--- src/rtl/alu_seq_pkg.sv ---
// alu_seq_pkg: opcode and FSM state types shared by the sequential ALU core and its divider
package alu_seq_pkg;
  localparam int OP_W = 3;
  typedef enum logic [OP_W-1:0] {
    OP_ADD = 3'b000,
    OP_SUB = 3'b001,
    OP_MUL = 3'b010,
    OP_DIV = 3'b011,
    OP_REM = 3'b100,
    OP_AND = 3'b101,
    OP_OR  = 3'b110,
    OP_XOR = 3'b111
  } op_e;
  typedef enum logic [1:0] {IDLE, DIV, DONE} state_e;
  function automatic logic is_div_op(op_e op);
    return op == OP_DIV || op == OP_REM;
  endfunction
endpackage

--- src/rtl/alu_seq_divider.sv ---
// alu_seq_divider: iterative restoring unsigned divider, one quotient bit per cycle, MSB first
module alu_seq_divider
  import alu_seq_pkg::*;
#(
  parameter int WIDTH = 32
) (
  input  logic             clk,
  input  logic             rst,
  input  logic             start,
  input  logic [WIDTH-1:0] dividend,
  input  logic [WIDTH-1:0] divisor,
  output logic             busy,
  output logic             done,
  output logic [WIDTH-1:0] quotient,
  output logic [WIDTH-1:0] remainder,
  output logic             div0
);
  localparam int CNT_W = $clog2(WIDTH) + 1;
  logic [CNT_W-1:0] cnt;
  logic [WIDTH-1:0] d;
  logic [WIDTH:0]   r_sh;
  logic [WIDTH:0]   r_sub;
  assign div0 = divisor == '0;
  assign done = busy && cnt == '0;
  // Shift the next dividend bit into the partial remainder and trial-subtract the divisor
  always_comb begin
    r_sh  = {remainder, quotient[WIDTH-1]};
    r_sub = r_sh - {1'b0, d};
  end
  // Quotient register doubles as the dividend shift register; a negative trial keeps the old remainder
  always_ff @(posedge clk or posedge rst) begin
    if (rst) begin
      busy      <= 1'b0;
      cnt       <= '0;
      d         <= '0;
      quotient  <= '0;
      remainder <= '0;
    end else if (start) begin
      busy      <= 1'b1;
      cnt       <= CNT_W'(WIDTH);
      d         <= divisor;
      quotient  <= dividend;
      remainder <= '0;
    end else if (busy) begin
      if (cnt == '0) busy <= 1'b0;
      else begin
        cnt <= cnt - 1'b1;
        {remainder, quotient} <= r_sub[WIDTH] ? {r_sh[WIDTH-1:0], quotient[WIDTH-2:0], 1'b0}
                                              : {r_sub[WIDTH-1:0], quotient[WIDTH-2:0], 1'b1};
      end
    end
  end
endmodule

--- src/rtl/alu_seq_core.sv ---
// alu_seq_core: handshaked WIDTH-bit ALU, single-cycle ops plus iterative DIV/REM; ALU_SEQ_FLAGS_EN adds zero_o/carry_o
module alu_seq_core
  import alu_seq_pkg::*;
#(
  parameter int WIDTH = 32
) (
  input  logic             clk_i,
  input  logic             rst_i,
  input  logic             valid_i,
  output logic             ready_o,
  input  logic [WIDTH-1:0] operand_a,
  input  logic [WIDTH-1:0] operand_b,
  input  logic [2:0]       operation,
  output logic             valid_o,
  input  logic             ready_i,
  output logic [WIDTH-1:0] result,
  output logic             err_o
`ifdef ALU_SEQ_FLAGS_EN
  ,
  output logic             zero_o,
  output logic             carry_o
`endif
);
  state_e           state, state_n;
  op_e              op, op_q;
  logic             accept, is_div, div_start, div_busy, div_done, div0;
  logic [WIDTH-1:0] alu_res, quot, rem, div_res;
  assign op        = op_e'(operation);
  assign is_div    = is_div_op(op);
  assign div_start = accept && is_div && !div0;
  assign valid_o   = state == DONE;
  assign div_res   = op_q == OP_DIV ? quot : rem;
  alu_seq_divider #(.WIDTH(WIDTH)) u_div (
    .clk       (clk_i),
    .rst       (rst_i),
    .start     (div_start),
    .dividend  (operand_a),
    .divisor   (operand_b),
    .busy      (div_busy),
    .done      (div_done),
    .quotient  (quot),
    .remainder (rem),
    .div0      (div0)
  );
  // Single-cycle result; DIV/REM entries only matter for divide-by-zero, which never enters the divider
  always_comb begin
    alu_res = '0;
    case (op)
      OP_ADD: alu_res = operand_a + operand_b;
      OP_SUB: alu_res = operand_a - operand_b;
      OP_MUL: alu_res = operand_a * operand_b;
      OP_DIV: alu_res = '1;
      OP_REM: alu_res = operand_a;
      OP_AND: alu_res = operand_a & operand_b;
      OP_OR:  alu_res = operand_a | operand_b;
      OP_XOR: alu_res = operand_a ^ operand_b;
      default: alu_res = '0;
    endcase
  end
`ifdef ALU_SEQ_FLAGS_EN
  logic [WIDTH:0] add_x;
  logic           alu_carry;
  // Carry-out of ADD, borrow of SUB, zero otherwise
  always_comb begin
    add_x     = {1'b0, operand_a} + {1'b0, operand_b};
    alu_carry = op == OP_ADD ? add_x[WIDTH] : op == OP_SUB ? operand_a < operand_b : 1'b0;
  end
`endif
  // State register
  always_ff @(posedge clk_i or posedge rst_i) begin
    if (rst_i) state <= IDLE;
    else state <= state_n;
  end
  // Handshake and next state; a retiring DONE may accept the next op in the same cycle
  always_comb begin
    ready_o = state == IDLE || (state == DONE && ready_i);
    accept  = valid_i && ready_o;
    state_n = state;
    if (accept) state_n = div_start ? DIV : DONE;
    else if (state == DIV) state_n = div_done ? DONE : div_busy ? DIV : IDLE;
    else if (state == DONE && ready_i) state_n = IDLE;
  end
  // Result registers load on a single-cycle accept or when the divider finishes, held otherwise
  always_ff @(posedge clk_i or posedge rst_i) begin
    if (rst_i) begin
      op_q   <= OP_ADD;
      result <= '0;
      err_o  <= 1'b0;
`ifdef ALU_SEQ_FLAGS_EN
      zero_o  <= 1'b0;
      carry_o <= 1'b0;
`endif
    end else if (accept) begin
      op_q <= op;
      if (!div_start) begin
        result <= alu_res;
        err_o  <= is_div;
`ifdef ALU_SEQ_FLAGS_EN
        zero_o  <= alu_res == '0;
        carry_o <= alu_carry;
`endif
      end
    end else if (state == DIV && div_done) begin
      result <= div_res;
      err_o  <= 1'b0;
`ifdef ALU_SEQ_FLAGS_EN
      zero_o  <= div_res == '0;
      carry_o <= 1'b0;
`endif
    end
  end
endmodule

--- config.mk ---
export PLATFORM = sky130hd
export DESIGN_NAME = alu_seq_core
export DESIGN_NICKNAME = d
export VERILOG_FILES = /design/src/rtl/alu_seq_pkg.sv /design/src/rtl/alu_seq_divider.sv /design/src/rtl/alu_seq_core.sv
export SDC_FILE = /design/constraint.sdc
export NUM_CORES = 2
export LEC_CHECK = 0
export BUFFER_PORTS_ARGS = -buffer_cell sky130_fd_sc_hd__buf_4
export CAP_MARGIN = 25
export CORE_ASPECT_RATIO = 1.25
export CORE_MARGIN = 3
export CORE_UTILIZATION = 65
export CTS_BUF_LIST = sky130_fd_sc_hd__clkbuf_16
export DETAILED_ROUTE_END_ITERATION = 10
export PLACE_DENSITY_LB_ADDON = 0.12
export SYNTH_ARGS = -nofsm -noshare
export SYNTH_HDL_FRONTEND = slang
export SYNTH_SLANG_ARGS = --single-unit
export TNS_END_PERCENT = 30
--- constraint.sdc ---
create_clock -name clk_i -period 14.86 [get_ports clk_i]
set_clock_uncertainty 0.2 [all_clocks]
set_input_delay 3.715 -clock clk_i [delete_from_list [all_inputs] [get_ports clk_i]]
set_output_delay 3.715 -clock clk_i [all_outputs]
set_load 0.01 [all_outputs]
==> results.sh <==
export IMPL_status="finished clean"
export IMPL_cts_clk_slew_worst_paths_ns=0.07
export IMPL_grt_start_max_net_pins=96
export IMPL_total_of_flip_flops_plus_latches_after_synthesis=141
export IMPL_io_buffer_count=105
export IMPL_dr_first_iter_drc_count=3169
export IMPL_worstSetupPathType="in2reg"
export IMPL_timing_critical_path_mode_cell="sky130_fd_sc_hd__fa_1"
export IMPL_tritoncts_num_buffers=17
export IMPL_cp_slowest_cell="sky130_fd_sc_hd__clkinv_1"
export IMPL_fin_tns_setup_ns=0
export IMPL_cts_root_buffer="sky130_fd_sc_hd__clkbuf_16"
export IMPL_syn_nets=4064
export IMPL_share_of_the_clock_period_used_by_the_worst_path_pct=79.1
export IMPL_ant_nets=0
export IMPL_netlist_instances=3330
export IMPL_yosys_area_top_type_share_pct=29.7
export IMPL_grt_overflow=0
export IMPL_hold_ws_ns=0.289
export IMPL_finalNetCount=4035
export IMPL_globalplace_congestion=1.06
export IMPL_synth_largest_area_cell="sky130_fd_sc_hd__fa_1"
export IMPL_maxCapViolations=0
export IMPL_grt_pass1_wl_mm=157
export IMPL_cts_hold_repair_buffers=0
export IMPL_final_hpwl_dp_mm=77.9
export IMPL_post_synth_main_area_contributors="sky130_fd_sc_hd__fa_1, sky130_fd_sc_hd__dfrtp_1, sky130_fd_sc_hd__ha_1"
export IMPL_final_cell_mix="sky130_fd_sc_hd__inv_1, sky130_fd_sc_hd__nand2_1, sky130_fd_sc_hd__nor2_1"
export IMPL_buf_inv_stages_crit_path=8
export IMPL_endpoint_kind="register"
export IMPL_synth_seq_area_share_pct=12.8
export IMPL_cts_tree="built"
export IMPL_hold_path_class="reg2reg"
export IMPL_cp_slowest_stage_delay_ns=0.87
export IMPL_post_synth_cell_area_avg_sq_um=8.30
export IMPL_wl_per_cell_um=26.9
export IMPL_yosys_warnings=0
export IMPL_post_cts_repair_setup_buffers=0
export IMPL_largest_fanout_on_the_critical_path=18
export IMPL_critical_path_top_delay_family="adder cells"
export IMPL_period_needed_ns=11.75
export IMPL_postCtsResizedCells=0
export IMPL_finalNonFillerCells=3867
export IMPL_drc=0
export IMPL_antenna_found_initial=3
export IMPL_floorplan_die_height_um=237
export IMPL_clock_tree_buffer_depth=2
export IMPL_core_area_sq_mm=0.0415
export IMPL_tightest_slew_ns=1.04
export IMPL_fp_row_count=83
export IMPL_finalMaxSlewViolations=0
export IMPL_groute_usage_overall_pct=46.8
export IMPL_clk_latency_ns=0.45
export IMPL_die_x_um=190
export IMPL_post_route_cells_drive_above_1_share_pct=6.55
export IMPL_dr_total_vias=25548
export IMPL_mapped_area_sq_mm=0.0276
export IMPL_floorplan_die_area_sq_mm=0.0450
export IMPL_synthFlopType="sky130_fd_sc_hd__dfrtp_1"
export IMPL_critPathRequiredTime_ns=14.98
export IMPL_synth_cell_type_count=80
export IMPL_setup_violations_final=0
export IMPL_async_reset_ff_share_pct=100
export IMPL_drt_wl_total_mm=104
export IMPL_number_of_global_route_vias_before_repair=26371
export IMPL_layout_cells_most_common="sky130_fd_sc_hd__inv_1"
export IMPL_htree_num_levels=4
export IMPL_rsz0062_at_grt="no"
export IMPL_max_freq_mhz=85.1
export IMPL_post_drt_via_cell_ratio=6.61
export IMPL_synth_enable_flop_cells=0
export IMPL_start_util_pct=66.5
export IMPL_drt_first_pass_iters=6
export IMPL_numPlacedInstances=3832
export IMPL_timing_final_hold_violations=0
export IMPL_area_delta_synth_final_pct=5.93
export IMPL_crit_path_dat_ns=11.87
export IMPL_floorplan_io_pins=106
export IMPL_tritoncts_num_sinks=141
export IMPL_maxSlewHeadroom_pct=31.0
export IMPL_timing_critical_path_from_type="input port"
## Yosys cell counts, drive strengths merged (8+ instances only)
cell,n
mux2i,25
nand2b,16
or2,10
nand3b,8
dfrtp,141
nor2,431
ha,253
nand3,21
xnor2,134
o21a,17
mux4,15
and3,9
o31ai,13
o31a,8
o221ai,9
buf,38
a221oi,9
o21bai,14
a211oi,39
a21o,29
nand4,12
a31oi,61
nor3,42
xor2,32
nand2,464
a22oi,9
clkinv,13
or3,14
nor2b,18
o211ai,24
o21ai,136
a21oi,126
inv,499
fa,410
clkbuf,140
## registers in the layout, summed over array words and instances, names as in the netlist
signal           count
err_o                1
op_q                 3
result              32
state                2
u_div.busy           1
u_div.cnt            6
u_div.d             32
u_div.quotient      32
u_div.remainder     32
## cells by family (layout without fill, tap and decap cells)
kind of cell	Yosys count	after routing	share of synthesized area, %
AO/OA/AOI/OAI	552	552	12.8
AND/OR/NAND/NOR	1074	1074	16.2
adder cells (fa/ha/maj)	663	663	41.2
other	0	2	0
XOR/XNOR	166	166	5.26
multiplexers	44	44	2.29
buffers and inverters	690	673	9.53
flip-flops	141	141	12.8
## final timing paths
kind	start	end	slack, ns	cells after the start
hold / removal	result[13]$_DFFE_PP0P_	result[13]$_DFFE_PP0P_	0.29	2
setup reg to reg	u_div.quotient[31]$_DFFE_PP0P_	u_div.remainder[9]$_DFFE_PP0P_	9.96	14
setup / recovery	operand_a[5]	result[23]$_DFFE_PP0P_	3.11	27
min in group asynchronous	rst_i	u_div.cnt[3]$_DFFE_PP0P_	3.18	2
hold reg to reg	result[13]$_DFFE_PP0P_	result[13]$_DFFE_PP0P_	0.29	2
max in group asynchronous	rst_i	u_div.remainder[26]$_DFFE_PP0P_	9.87	3
## metrics by stage
step | utilization (%) | setup WS, ns | instance area [sq um]
after floorplan | - | 4.12 | 27600
after global routing | 70.5 | 2.92 | 29300
after detailed placement | 68.9 | 3.06 | 28600
final | 70.5 | 3.11 | 29300
after global placement | 68.9 | 3.15 | 28600
after CTS | 70.3 | 3.48 | 29200
## layout make-up
| class | instances | area [sq um] |
|---|---|---|
| Tap cell | 552 | 691 |
| Inverter | 512 | 1930 |
| Clock buffer | 17 | 425 |
| Antenna cell | 2 | 5.00 |
| Clock inverter | 14 | 181 |
| Sequential cell | 141 | 3530 |
| Fill cell | 3357 | 12300 |
| Multi-Input combinational cell | 2499 | 21500 |
| Timing Repair Buffer | 130 | 1010 |
## metal layers
metal	GRT usage [%]	vias up	share of wire [%]
li1	-	10614	-
met1	58.1	12376	34
met2	71.1	1975	43
met3	11.4	579	13
met4	34.4	4	9.7
met5	0	-	0.022
## worst min-delay path, cell delays in order, from the launching register on
cell	delay, ns
sky130_fd_sc_hd__dfrtp_1	0.35
sky130_fd_sc_hd__nand2_1	0.05
sky130_fd_sc_hd__o21ai_0	0.06
Power is left out: the tool's default activity adds up to more than one toggle a clock period on the data nets, which glitch-free logic cannot reach.
